$ cat src/rtl/ldpc_3gpp_dec_obuffer_source.sv
// Output-buffer reader: streams one bank per block through a 2-stage read pipe into a 4-deep skid FIFO.
// Optional macro LDPC_3GPP_DEC_OBUFFER_SOURCE_TAG_EN stores the bank tag per beat; otherwise otag is 0.
module ldpc_3gpp_dec_obuffer_source #(
    parameter int pADDR_W  = 8,
    parameter int pDAT_W   = 8,
    parameter int pDAT_NUM = 8,
    parameter int pTAG_W   = 4
) (
    input  logic                         iclk,
    input  logic                         ireset,
    input  logic                         iclkena,
    input  logic                         iempty,
    input  logic [pADDR_W:0]             ilen,
    input  logic [pDAT_W*pDAT_NUM-1:0]   irdat,
    input  logic [pTAG_W-1:0]            irtag,
    output logic [pADDR_W-1:0]           oraddr,
    output logic                         orempty,
    input  logic                         iready,
    output logic                         oval,
    output logic                         osop,
    output logic                         oeop,
    output logic [pDAT_W*pDAT_NUM-1:0]   odat,
    output logic [pTAG_W-1:0]            otag,
    output logic                         obusy
);

    // Handshake: a beat transfers on a rising edge where oval, iready and iclkena are all high;
    // odat/osop/oeop/otag stay stable while oval is high and iready is low.

    typedef enum logic [1:0] {IDLE, READ, DONE, GUARD} state_t;

    state_t               state, state_nxt;
    logic [pADDR_W:0]     len_r, cnt, last_addr;
    logic [2:0]           occ, load;
    logic                 issue, last_issue;
    logic                 v1, v2, s1, s2, e1, e2;
    logic                 push, pop;
    logic [1:0]           wptr, rptr;

    logic [pDAT_W*pDAT_NUM-1:0] mem_d [4];
    logic                       mem_s [4];
    logic                       mem_e [4];

    assign last_addr  = len_r - {{pADDR_W{1'b0}}, 1'b1};
    // Credit: FIFO words plus reads still in the pipe must fit in the 4 FIFO slots.
    assign load       = occ + {2'b00, v1} + {2'b00, v2};
    assign issue      = (state == READ) && (load < 3'd4) && iclkena;
    assign last_issue = issue && (cnt == last_addr);

    always_comb begin
        state_nxt = state;
        case (state)
            IDLE:    if (!iempty) state_nxt = READ;
            READ:    if (last_issue) state_nxt = DONE;
            DONE:    state_nxt = GUARD;
            GUARD:   state_nxt = IDLE;
            default: state_nxt = IDLE;
        endcase
    end

    always_ff @(posedge iclk or negedge ireset) begin
        if (!ireset) begin
            state <= IDLE;
            len_r <= '0;
            cnt   <= '0;
        end else if (iclkena) begin
            state <= state_nxt;
            if (state == IDLE && !iempty) begin
                len_r <= (ilen == '0) ? {{pADDR_W{1'b0}}, 1'b1} : ilen;
                cnt   <= '0;
            end else if (issue) begin
                cnt <= cnt + {{pADDR_W{1'b0}}, 1'b1};
            end
        end
    end

    always_ff @(posedge iclk or negedge ireset) begin
        if (!ireset) begin
            v1 <= 1'b0; s1 <= 1'b0; e1 <= 1'b0;
            v2 <= 1'b0; s2 <= 1'b0; e2 <= 1'b0;
        end else if (iclkena) begin
            v1 <= issue;
            s1 <= issue && (cnt == '0);
            e1 <= last_issue;
            v2 <= v1;
            s2 <= s1;
            e2 <= e1;
        end
    end

    assign push = v2 && iclkena;
    assign pop  = (occ != 3'd0) && iready && iclkena;

    always_ff @(posedge iclk or negedge ireset) begin
        if (!ireset) begin
            occ  <= '0;
            wptr <= '0;
            rptr <= '0;
        end else begin
            occ <= occ + {2'b00, push} - {2'b00, pop};
            if (push) wptr <= wptr + 2'd1;
            if (pop)  rptr <= rptr + 2'd1;
        end
    end

    always_ff @(posedge iclk) begin
        if (push) begin
            mem_d[wptr] <= irdat;
            mem_s[wptr] <= s2;
            mem_e[wptr] <= e2;
        end
    end

`ifdef LDPC_3GPP_DEC_OBUFFER_SOURCE_TAG_EN
    logic [pTAG_W-1:0] tag_r, t1, t2;
    logic [pTAG_W-1:0] mem_t [4];

    always_ff @(posedge iclk or negedge ireset) begin
        if (!ireset) begin
            tag_r <= '0;
            t1    <= '0;
            t2    <= '0;
        end else if (iclkena) begin
            if (state == IDLE && !iempty) tag_r <= irtag;
            t1 <= tag_r;
            t2 <= t1;
        end
    end

    always_ff @(posedge iclk) begin
        if (push) mem_t[wptr] <= t2;
    end

    assign otag = oval ? mem_t[rptr] : '0;
`else
    logic unused_tag;
    assign unused_tag = ^irtag;
    assign otag       = '0;
`endif

    // Head fields are masked while empty so stale entries never leak out (and reset shows zeros).
    assign oval    = (occ != 3'd0);
    assign odat    = oval ? mem_d[rptr] : '0;
    assign osop    = oval && mem_s[rptr];
    assign oeop    = oval && mem_e[rptr];
    assign oraddr  = cnt[pADDR_W-1:0];
    assign orempty = (state == DONE) && iclkena;
    assign obusy   = (state != IDLE);

endmodule

$ cat config.mk
export PLATFORM = sky130hd
export DESIGN_NAME = ldpc_3gpp_dec_obuffer_source
export DESIGN_NICKNAME = d
export VERILOG_FILES = /design/src/rtl/ldpc_3gpp_dec_obuffer_source.sv
export SDC_FILE = /design/constraint.sdc
export NUM_CORES = 1
export LEC_CHECK = 0
export CAP_MARGIN = 20
export CELL_PAD_IN_SITES_DETAIL_PLACEMENT = 0
export CELL_PAD_IN_SITES_GLOBAL_PLACEMENT = 1
export CORE_MARGIN = 2
export CORE_UTILIZATION = 49
export CTS_BUF_LIST = sky130_fd_sc_hd__clkbuf_4 sky130_fd_sc_hd__clkbuf_8
export DETAILED_ROUTE_END_ITERATION = 8
export PLACE_DENSITY_LB_ADDON = 0.1
export SYNTH_ARGS = -nofsm -noshare
export SYNTH_HDL_FRONTEND = slang
export SYNTH_SLANG_ARGS = --single-unit
$ cat constraint.sdc
create_clock -name iclk -period 3.88 [get_ports iclk]
set_clock_uncertainty 0.15 [all_clocks]
set_input_delay 0.388 -clock iclk [delete_from_list [all_inputs] [get_ports iclk]]
set_output_delay 0.388 -clock iclk [all_outputs]
set_load 0.005 [all_outputs]
Word-level counts from Yosys, hierarchy flattened
Memory sizes are Yosys's and may differ from the RTL's.
Cells that the tools add are included.
- memory bits (writable): 264
- bits of input ports: 82
- output and inout port bits: 81
- register bits: 33
- bits in read-only memories: 0
- latch bits: 0
- memories kept: 3
- add/sub/neg operators: 8
- divide/modulo/power cells: 0
- magnitude comparators: 1
- shift-type cells: 0
- multiply operators: 0
- reductions and logical operators: 21
- muxes and demuxes: 9
- bitwise operators: 0
- equality and inequality tests: 6
- memory list (memory ; depth ; width ; read ports ; clocked after memory_dff ; write ports ; RTL line ; source):
    mem_d ; 4 ; 64 ; 1 ; 0 ; 1 ; 40 ; logic [pDAT_W*pDAT_NUM-1:0] mem_d [4];
    mem_e ; 4 ; 1 ; 1 ; 0 ; 1 ; 42 ; logic mem_e [4];
    mem_s ; 4 ; 1 ; 1 ; 0 ; 1 ; 41 ; logic mem_s [4];
- operators by type and width (operator ; count):
    64-bit 2-to-1 mux ; 1
    9-bit 2-to-1 mux ; 3
    9-bit zero test ; 2
    1-bit logical AND ; 11
    3-bit by 1-bit adder with 3-bit output ; 3
    9-bit by 1-bit adder with 9-bit output (second input constant) ; 1
    9-bit equality test ; 1
    9-bit by 1-bit subtractor with 9-bit output (second input constant) ; 1
    2-bit one-hot mux with 4 select lines ; 1
    2-bit by 1-bit adder with 2-bit output (second input constant) ; 2
    2-bit equality test (second input constant) ; 2
    2-bit 2-to-1 mux ; 2
    2-bit inequality test (second input constant) ; 2
    2-bit AND reduction ; 2
    2-bit nonzero test ; 2
    3-bit < comparator (second input constant) ; 1
    3-bit AND reduction ; 1
    3-bit nonzero test ; 1
    3-bit by 1-bit subtractor with 3-bit output ; 1
    2-bit by 1-bit equality test with 1-bit output (second input constant) ; 1
    2-bit zero test ; 1
    1-bit 2-to-1 mux ; 2
    1-bit zero test ; 1

Logic depth before layout (Yosys ltp)
Gate-level depths: netlist of the first run.
- depth after elaboration: 8
- gate-level depth with buffers: 9
- mapped depth without buffers: 9

Least setup slack after synthesis of the first run
No wires, ideal clock.
- path kind: in2reg
- start point: input iclkena
- end point: memory mem_d[0][0] (netlist bit), enable pin
- setup slack: 1.029 ns
- stages: 2
- arrival: 2.270 ns
- cells stage by stage: clkbuf_1 -> and3_1
- longest elaborated chain between the ends: 3
- ends and longest elaborated chain (element ; RTL line ; source):
    start: declaration ; 11 ; input logic iclkena,
    1-bit logical AND ; 91 ; assign push = v2 && iclkena;
    1-bit 2-to-1 mux ; 107 ; if (push) begin
    1-bit 2-to-1 mux (not written as such) ; 108 ; mem_d[wptr] <= irdat;
    end: declaration ; 40 ;
Every way passes these cells.

Worst setup path after layout of the first run
- start point: register rptr[0]
- end point: output odat[35]
- longest elaborated chain between the ends: 2
- ends and longest elaborated chain (element ; RTL line ; source):
    start: declaration ; 38 ; logic [1:0] wptr, rptr;
    start signal: assignment ; 102 ; if (pop) rptr <= rptr + 2'd1;
    memory 4 x 64 bit ; -- ;
    64-bit 2-to-1 mux ; 143 ; assign odat = oval ? mem_d[rptr] : '0;
    end: declaration ; 22 ; output logic [pDAT_W*pDAT_NUM-1:0] odat,
Every way passes these cells.

==> results of run 1 <==
## cells in the mapped netlist, types with 8 or more instances
cell      instances
dfrtp_1          33
inv_1            14
nor2_1           14
buf_4            12
and2_1           67
mux4_2           66
mux2_2           11
ha_1             14
edfxtp_1        264
xor2_1            8
nand2_1          11
clkbuf_1         16
and3_1            9
xnor2_1          16
## flip-flops by register name, summed over array words and instances (netlist names), 2 cells and up
name / flops
mem_s: 4
rptr: 2
mem_e: 4
mem_d: 256
state: 2
cnt: 9
wptr: 2
len_r: 9
occ: 3
## worst max-delay path, stage by stage, from the launching register on
cell	delay, ns
dfrtp_4	0.90
buf_12	0.29
mux4_2	0.51
and2_1	0.17
clkdlybuf4s50_1	0.48
## routing by layer
layer / part of all wire / wire length [µm] / track usage
met5: 0 / 0 / 0
met4: 0.017 / 399 / 0.04627
met3: 0.049 / 1132 / 0.04158
met2: 0.51 / 11910 / 0.3239
met1: 0.42 / 9774 / 0.2368
## final cells by class
cell class                      instances  area share
Sequential cell                       297      0.5863
Clock inverter                         20    0.009797
Multi-Input combinational cell        272      0.2018
Clock buffer                           67     0.05585
Inverter                               14    0.003517
Tap cell                              324     0.02713
Timing Repair Buffer                  167      0.1156
## through the flow
stage / hold WS, ns / setup slack [ns] / cells / utilization
after floorplan: -0.05759 / 1.029 / 622 / -
after detailed placement: 0.3405 / 0.9156 / 1074 / 0.5774
after global placement: 0.3321 / 0.9278 / 1074 / 0.5774
final: 0.09787 / 0.4160 / 1161 / 0.6180
after CTS: 0.08538 / 0.3198 / 1161 / 0.6180
after global routing: 0.1291 / 0.2126 / 1161 / 0.6180
## placed cells by master (no fill, tap or decap), types with 5 or more instances in the layout
master / instances
and2_1: 67
nand2_1: 11
and3_1: 5
clkbuf_4: 14
clkinv_2: 6
inv_1: 14
clkdlybuf4s50_1: 154
buf_12: 7
xnor2_1: 16
xor2_1: 8
edfxtp_1: 264
a21oi_1: 6
clkbuf_8: 53
nor2_1: 14
dfrtp_1: 31
mux2_2: 11
mux4_2: 66
ha_1: 14
buf_4: 6
clkinv_1: 9
## cell families after synthesis
kind of cell,share of synthesized area
multiplexers,0.1365
adder cells (fa/ha/maj),0.01629
AND/OR/NAND/NOR,0.06120
AO/OA/AOI/OAI,0.01671
XOR/XNOR,0.01754
flip-flops,0.7306
buffers and inverters,0.02089
other,0.0003130
## worst max-delay path by stage
stage                         from                     to  slack, ns  cells past startpoint
3_3_place_gp   rptr[0]$_DFFE_PN0P_               odat[18]       0.93                      4
4_1_cts        rptr[0]$_DFFE_PN0P_               odat[31]       0.32                      4
2_1_floorplan              iclkena  mem_d[0][0]$_DFFE_PP_       1.03                      2
6_report       rptr[0]$_DFFE_PN0P_               odat[35]       0.42                      4
3_5_place_dp   rptr[0]$_DFFE_PN0P_               odat[31]       0.92                      4
5_1_grt        rptr[0]$_DFFE_PN0P_               odat[31]       0.21                      4
## power by group through the flow
stage / combinational (W) / clock (W) / sequential [W]
after floorplan: 0.00204 / 0 / 0.00404
after global placement: 0.00337 / 0 / 0.00430
after detailed placement: 0.00342 / 0 / 0.00433
after CTS: 0.00343 / 0.00275 / 0.00426
after global routing: 0.00363 / 0.00289 / 0.00432
final: 0.00336 / 0.00267 / 0.00425
==> impl_metrics.yaml, run 1 <==
floorplanning:
  start_util: 0.4956
  io_pins: 163
  core-area_um2: 24180
  die_x_um: 160.4
  rows: 57
  dieArea_um2: 25720
  die_h_um: 160.4
synth:
  ys_ff_latch: 297
  async_flop_share: 0.1111
  synth_seq_area_share: 0.7306
  ys_top_cells_by_area: "edfxtp_1 66%, mux4_2 12%, dfrtp_1 6.9%"
  synth_top_cell_area_share: 0.6617
  synth_cells: 619
  yosysTopAreaCell: "edfxtp_1"
  synth_cell_type_count: 47
  synth_edf_count: 264
  syn_area_um2: 11980
  ys.flop_type: "edfxtp_1"
  avgSynthCellArea_um2: 19.36
  yosys_warnings: 0
worst_setup_path:
  critPathRequiredTime_ns: 3.34
  timing.rr.end: "occ[2]$_DFF_PN0_"
  critical_path_class: "reg -> out"
  cp-end-kind: "output pin"
  crit_arrival_ns: 2.93
  r2r_start: "occ[2]$_DFF_PN0_"
  r2r_slack_ns: 1.06
  cp_max_fo: 35
  cp-start-kind: "flop"
  r2r_cells: 9
power:
  switchingPower_w: 0.002816
  ir_drop_v: 0.0005393
  p_leak_nw: 5.097
  p_clk_frac: 0.260
  switching_share: 0.2740
  p_per_area_nw_per_um2: 687.9
  power_w: 0.01028
  p_int_w: 0.007462
  pwr-share-comb: 0.327
  seqPwrFrac: 0.413
route:
  drc: 0
  vias: 6154
  drt-pass1-iter-count: 6
  avgRoutedWirePerCell_um: 19.99
  postRouteAntennaNets: 0
  initialDrtViolationCount: 315
  vias_per_cell: 5.301
  wirelength_mm: 23.21
cells_and_area:
  seq_area_um2: 8761
  fill_cells: 1763
  multi_input_area_um2: 3015
  area_delta_synth_final_pct: 24.71
  nNetsFinal: 897
  stdcell_area_um2: 14940
  layout-drive-gt1-share: 0.2162
  antennaDiodeCount: 0
timing:
  tightest_slew_ns: 0.7416
  fin_setup_tns_ns: 0
  max_freq_mhz: 288.7
  drv_slew: 0
  timing.final.crit_period_ns: 3.464
  slew_headroom: 0.5056
  period_share: 0.8928
  rsz0062_at_grt: "false"
  hold_viol_final: 0
  setup_viol: 0
cts:
  hold_buffers: 0
  worstSkewPairLatency_ns: 0.54
  htreeDepth: 2
  clock_sinks: 297
  postCtsSetupBuffers: 0
  cts_tree: "done"
  numCtsBuffers: 48
  cts_buffer_depth: 3
  path_clk_slew_ns: 0.07
  cts_resized: 0
  cts-root-buf: "clkbuf_8"
grt:
  grt_pass1_wl_mm: 36.47
  antenna_found_initial: 0
  grt_pass1_vias: 6645
  grt-ovfl-total: 0
  grt_max_degree: 52
  grt_usage: 0.1849
run_status:
  outcome: "complete, no violations"
job:
  drv_cap: 0
placed_design:
  place_congestion: 0.8211
  port_buffers: 154
  placed_area_um2: 13960
  hpwlAfterDp_mm: 14.01
worst_hold_path:
  min_path_type: "in -> async"
Power figures use the tool's default switching activity.
==> run 2: changes to the inputs <==
--- a/config.mk
+++ b/config.mk
@@ -9,8 +9,8 @@
 export CELL_PAD_IN_SITES_DETAIL_PLACEMENT = 0
 export CELL_PAD_IN_SITES_GLOBAL_PLACEMENT = 1
 export CORE_MARGIN = 2
-export CORE_UTILIZATION = 49
-export CTS_BUF_LIST = sky130_fd_sc_hd__clkbuf_4 sky130_fd_sc_hd__clkbuf_8
+export CORE_UTILIZATION = 47
+export CTS_BUF_LIST = sky130_fd_sc_hd__clkbuf_4 sky130_fd_sc_hd__clkbuf_8 sky130_fd_sc_hd__clkbuf_16
 export DETAILED_ROUTE_END_ITERATION = 8
 export PLACE_DENSITY_LB_ADDON = 0.1
 export SYNTH_ARGS = -nofsm -noshare
==> run 2 against run 1 <==
Effect of this change: wire length fell by 0.20%; critical endpoint is now odat[63]; clock-buffer cell count down 29; register-to-register slack about the same; critical path type unchanged; non-clock buffer count fell by 1.
==> impl_metrics.yaml, run 2 (synthesis results as in run 1) <==
cts:
  postCtsSetupBuffers: 0
  cts_tree: "done"
  hold_buffers: 0
  path_clk_slew_ns: 0.06
  worstSkewPairLatency_ns: 0.53
  cts-root-buf: "clkbuf_16"
  cts_resized: 0
  numCtsBuffers: 30
  htreeDepth: 1
  cts_buffer_depth: 3
  clock_sinks: 297
grt:
  grt_max_degree: 54
  grt_pass1_vias: 6452
  grt-ovfl-total: 0
  grt_usage: 0.1747
  antenna_found_initial: 1
  grt_pass1_wl_mm: 35.61
worst_setup_path:
  r2r_slack_ns: 1.05
  r2r_cells: 9
  r2r_start: "occ[1]$_DFF_PN0_"
  cp-end-kind: "output pin"
  cp_max_fo: 36
  cp-start-kind: "flop"
  crit_arrival_ns: 2.98
  critical_path_class: "reg -> out"
  timing.rr.end: "occ[2]$_DFF_PN0_"
  worstSetupStartpoint: "rptr[0]$_DFFE_PN0P_"
  critPathRequiredTime_ns: 3.34
timing:
  tightest_slew_ns: 0.7595
  period_share: 0.9062
  setup_viol: 0
  fin_setup_tns_ns: 0
  timing.final.crit_period_ns: 3.516
  drv_slew: 0
  max_freq_mhz: 284.4
  rsz0062_at_grt: "false"
  slew_headroom: 0.4936
  hold_viol_final: 0
  holdWs_ns: 0.1004
placed_design:
  hpwlAfterDp_mm: 13.94
  place_congestion: 0.7770
  port_buffers: 154
  dpl.cell_count: 1079
power:
  p_clk_frac: 0.299
  p_leak_nw: 5.139
  ir_drop_v: 0.0003642
  switchingPower_w: 0.002820
  p_int_w: 0.008004
  p_per_area_nw_per_um2: 717.4
  seqPwrFrac: 0.393
  power_w: 0.01082
  switching_share: 0.2605
  pwr-share-comb: 0.309
cells_and_area:
  area_delta_synth_final_pct: 25.93
  largest_reg_flops: 256
  nNetsFinal: 878
  largestRegisters: "mem_d (256), cnt (9), len_r (9)"
  multi_input_area_um2: 3015
  layout-drive-gt1-share: 0.1901
  regMostFlops: "mem_d"
  mostFrequentLayoutCell: "edfxtp_1"
  seq_area_um2: 8761
  layout_common_cells: "264 x edfxtp_1, 154 x clkdlybuf4s50_1, 67 x and2_1"
  stdcell_count: 1136
  postLayoutCoreUtil: 0.6009
  fill_cells: 1883
floorplanning:
  rows: 58
  start_util: 0.4772
  io_pins: 163
  die_h_um: 163.7
  dieArea_um2: 26790
  core-area_um2: 25110
  die_x_um: 163.7
run_status:
  outcome: "complete, no violations"
job:
  drv_cap: 0
route:
  initialDrtViolationCount: 381
  vias: 6034
  wirelength_mm: 23.17
  avgRoutedWirePerCell_um: 20.39
  postRouteAntennaNets: 0
  drt-pass1-iter-count: 6
  drc: 0
  vias_per_cell: 5.312
worst_hold_path:
  min_path_type: "in -> async"
run 2: cell types whose count changed in the layout (fill, tap and decap cells not counted), moves of 3 or more:
cell / delta
bufinv_16: +6
clkbuf_16: +31
clkbuf_8: -49
clkinv_1: -4
clkinvlp_4: -3
clkbuf_4: -11
run 2: per-layer routing:
metal | vias to the layer above | share of wire | global-route usage
li1 | 2748 | - | -
met2 | 138 | 0.53 | 0.3149
met1 | 3123 | 0.41 | 0.2220
met4 | 0 | 0.011 | 0.03389
met3 | 25 | 0.047 | 0.03301
met5 | - | 0 | 0
run 2: cell type report:
type / count / area share
Antenna cell: 1 / 0.0001659
Clock inverter: 18 / 0.01882
Multi-Input combinational cell: 272 / 0.1999
Sequential cell: 297 / 0.5806
Tap cell: 330 / 0.02737
Clock buffer: 38 / 0.05656
Timing Repair Buffer: 166 / 0.1131
Inverter: 14 / 0.003483
run 2: how the worst max path moves through the flow:
| stage | endpoint | slack (ns) | cells after the start |
|---|---|---|---|
| after floorplan | mem_d[0][0]$_DFFE_PP_ | 1.03 | 2 |
| after global placement | odat[63] | 0.87 | 4 |
| after detailed placement | odat[63] | 0.85 | 4 |
| after CTS | odat[16] | 0.26 | 4 |
| after global routing | odat[1] | 0.17 | 4 |
| final | odat[63] | 0.36 | 4 |
run 2: critical path, stage by stage (launching register included):
cell and delay (ns):
dfrtp_4 0.92, buf_4 0.33, mux4_2 0.50, and2_1 0.17, clkdlybuf4s50_1 0.48
run 2: stage by stage:
step | worst slack (ns) | area, µm²
global placement | 0.8720 | 13950
global route | 0.1678 | 15090
CTS | 0.2605 | 15090
finish | 0.3640 | 15090
detailed placement | 0.8486 | 13950
floorplan | 1.029 | 11990
run 2: power by group through the flow:
| stage | Combinational, W | Clock, W | Sequential [W] |
|---|---|---|---|
| 2_1_floorplan | 0.00204 | 0 | 0.00404 |
| 3_3_place_gp | 0.00336 | 0 | 0.00431 |
| 3_5_place_dp | 0.00340 | 0 | 0.00434 |
| 4_1_cts | 0.00342 | 0.00330 | 0.00427 |
| 5_1_grt | 0.00363 | 0.00343 | 0.00432 |
| 6_report | 0.00334 | 0.00323 | 0.00425 |
==> run 3: changes to the inputs <==
--- a/config.mk
+++ b/config.mk
@@ -12,7 +12,7 @@
 export CORE_UTILIZATION = 47
 export CTS_BUF_LIST = sky130_fd_sc_hd__clkbuf_4 sky130_fd_sc_hd__clkbuf_8 sky130_fd_sc_hd__clkbuf_16
 export DETAILED_ROUTE_END_ITERATION = 8
-export PLACE_DENSITY_LB_ADDON = 0.1
+export PLACE_DENSITY = 0.86
 export SYNTH_ARGS = -nofsm -noshare
 export SYNTH_HDL_FRONTEND = slang
 export SYNTH_SLANG_ARGS = --single-unit
==> run 3 against run 2 <==
Effect of this change: critical path depth stayed put; highest routed layer is now met5; non-clock buffer count increased by 1; cell area is 0.95% lower; die area is the same; combinational power grew 2%; critical path type unchanged; utilization decreased by 0.57 points.
==> impl_metrics.yaml, run 3 (synthesis results as in run 1) <==
worst_setup_path:
  worstSetupStartpoint: "rptr[0]$_DFFE_PN0P_"
  r2r_cells: 7
  cp-start-kind: "flop"
  timing.rr.end: "state[1]$_DFFE_PN0P_"
  critical_path_class: "reg -> out"
  critPathRequiredTime_ns: 3.34
  cp_max_fo: 27
  r2r_start: "v2$_DFFE_PN0P_"
  cp-end-kind: "output pin"
  r2r_slack_ns: 1.25
  crit_arrival_ns: 2.87
timing:
  max_freq_mhz: 293.7
  fin_setup_tns_ns: 0
  slew_headroom: 0.4601
  timing.final.crit_period_ns: 3.404
  period_share: 0.8774
  rsz0062_at_grt: "false"
  tightest_slew_ns: 0.8073
  hold_viol_final: 0
  setup_viol: 0
  drv_slew: 0
cts:
  postCtsSetupBuffers: 0
  path_clk_slew_ns: 0.06
  cts_buffer_depth: 3
  cts_tree: "done"
  worstSkewPairLatency_ns: 0.54
  cts-root-buf: "clkbuf_16"
  clock_sinks: 297
  hold_buffers: 0
  cts_resized: 0
  numCtsBuffers: 30
  htreeDepth: 1
route:
  avgRoutedWirePerCell_um: 20.55
  drt-pass1-iter-count: 5
  wirelength_mm: 23.28
  initialDrtViolationCount: 465
  vias_per_cell: 5.344
  drc: 0
  vias: 6055
  postRouteAntennaNets: 0
power:
  p_per_area_nw_per_um2: 698.7
  switchingPower_w: 0.002811
  seqPwrFrac: 0.402
  switching_share: 0.2692
  ir_drop_v: 0.0003374
  p_leak_nw: 5.062
  p_clk_frac: 0.272
  power_w: 0.01044
  pwr-share-comb: 0.326
  p_int_w: 0.007631
floorplanning:
  dieArea_um2: 26790
  io_pins: 163
  start_util: 0.4772
  core-area_um2: 25110
  die_x_um: 163.7
  die_h_um: 163.7
  rows: 58
cells_and_area:
  mostFrequentLayoutCell: "edfxtp_1"
  regMostFlops: "mem_d"
  nNetsFinal: 879
  area_delta_synth_final_pct: 24.73
  layout-drive-gt1-share: 0.1895
  largest_reg_flops: 256
  layout_common_cells: "264 x edfxtp_1, 154 x clkdlybuf4s50_1, 67 x and2_1"
  largestRegisters: "mem_d (256), cnt (9), len_r (9)"
grt:
  grt_pass1_vias: 6382
  grt_pass1_wl_mm: 35.64
  grt-ovfl-total: 0
  antenna_found_initial: 1
  grt_max_degree: 68
  grt_usage: 0.1737
worst_hold_path:
  min_path_type: "in -> async"
job:
  drv_cap: 0
placed_design:
  port_buffers: 154
  place_congestion: 0.8058
  hpwlAfterDp_mm: 14.41
run_status:
  outcome: "complete, no violations"
-- run 3: cell types whose count changed in the layout (fill, tap and decap cells not counted), moves of 2 or more --
cell,before,now
bufinv_16,8,3
clkbuf_4,3,6
clkbuf_8,4,0
clkinv_1,5,3
clkinv_2,5,3
clkinv_4,0,2
clkinvlp_4,0,3
-- run 3: cell type report --
| cell class | count | area [µm²] |
|---|---|---|
| sequential | 297 | 8761 |
| antenna | 1 | 2.502 |
| inverter | 14 | 52.55 |
| timing repair buffer | 167 | 1714 |
| fill | 1866 | 10160 |
| tap | 330 | 412.9 |
| multi-input combinational | 272 | 3015 |
| clock buffer | 37 | 820.8 |
| clock inverter | 15 | 165.2 |
-- run 3: stage by stage --
stage | util | cells | hold WS, ns | worst slack (ns) | instance area (µm²)
6_report | 0.5952 | 1133 | 0.1674 | 0.4757 | 14940
3_5_place_dp | 0.5558 | 1080 | 0.3469 | 0.8197 | 13960
3_3_place_gp | 0.5558 | 1080 | 0.3394 | 0.8697 | 13960
2_1_floorplan | - | 622 | -0.05759 | 1.029 | 11990
5_1_grt | 0.5951 | 1132 | 0.2128 | 0.3046 | 14940
4_1_cts | 0.5951 | 1132 | 0.1717 | 0.3785 | 14940
-- run 3: worst max-delay path by stage --
stage	to	slack [ns]
final	odat[37]	0.48
after global routing	odat[21]	0.30
after CTS	odat[63]	0.38
after detailed placement	state[1]$_DFFE_PN0P_	0.82
after global placement	state[1]$_DFFE_PN0P_	0.87
after floorplan	mem_d[0][0]$_DFFE_PP_	1.03
-- run 3: critical path: stages (launching register included) --
cell             delay (ns)
dfrtp_4                0.81
buf_4                  0.34
mux4_2                 0.52
and2_1                 0.17
clkdlybuf4s50_1        0.48
-- run 3: power by group through the flow --
stage                     combinational (W)  clock (W)  sequential, W
final                               0.00341    0.00284        0.00419
after global routing                0.00370    0.00303        0.00425
after CTS                           0.00348    0.00291        0.00421
after detailed placement            0.00346          0        0.00427
after global placement              0.00338          0        0.00423
after floorplan                     0.00204          0        0.00404
-- run 3: layer usage --
layer / vias to the layer above / global-route usage / wire length, µm
met5: - / 0 / 13
met4: 2 / 0.03907 / 380
met3: 34 / 0.03250 / 1442
met2: 177 / 0.3018 / 11820
met1: 3102 / 0.2292 / 9622
li1: 2740 / - / -
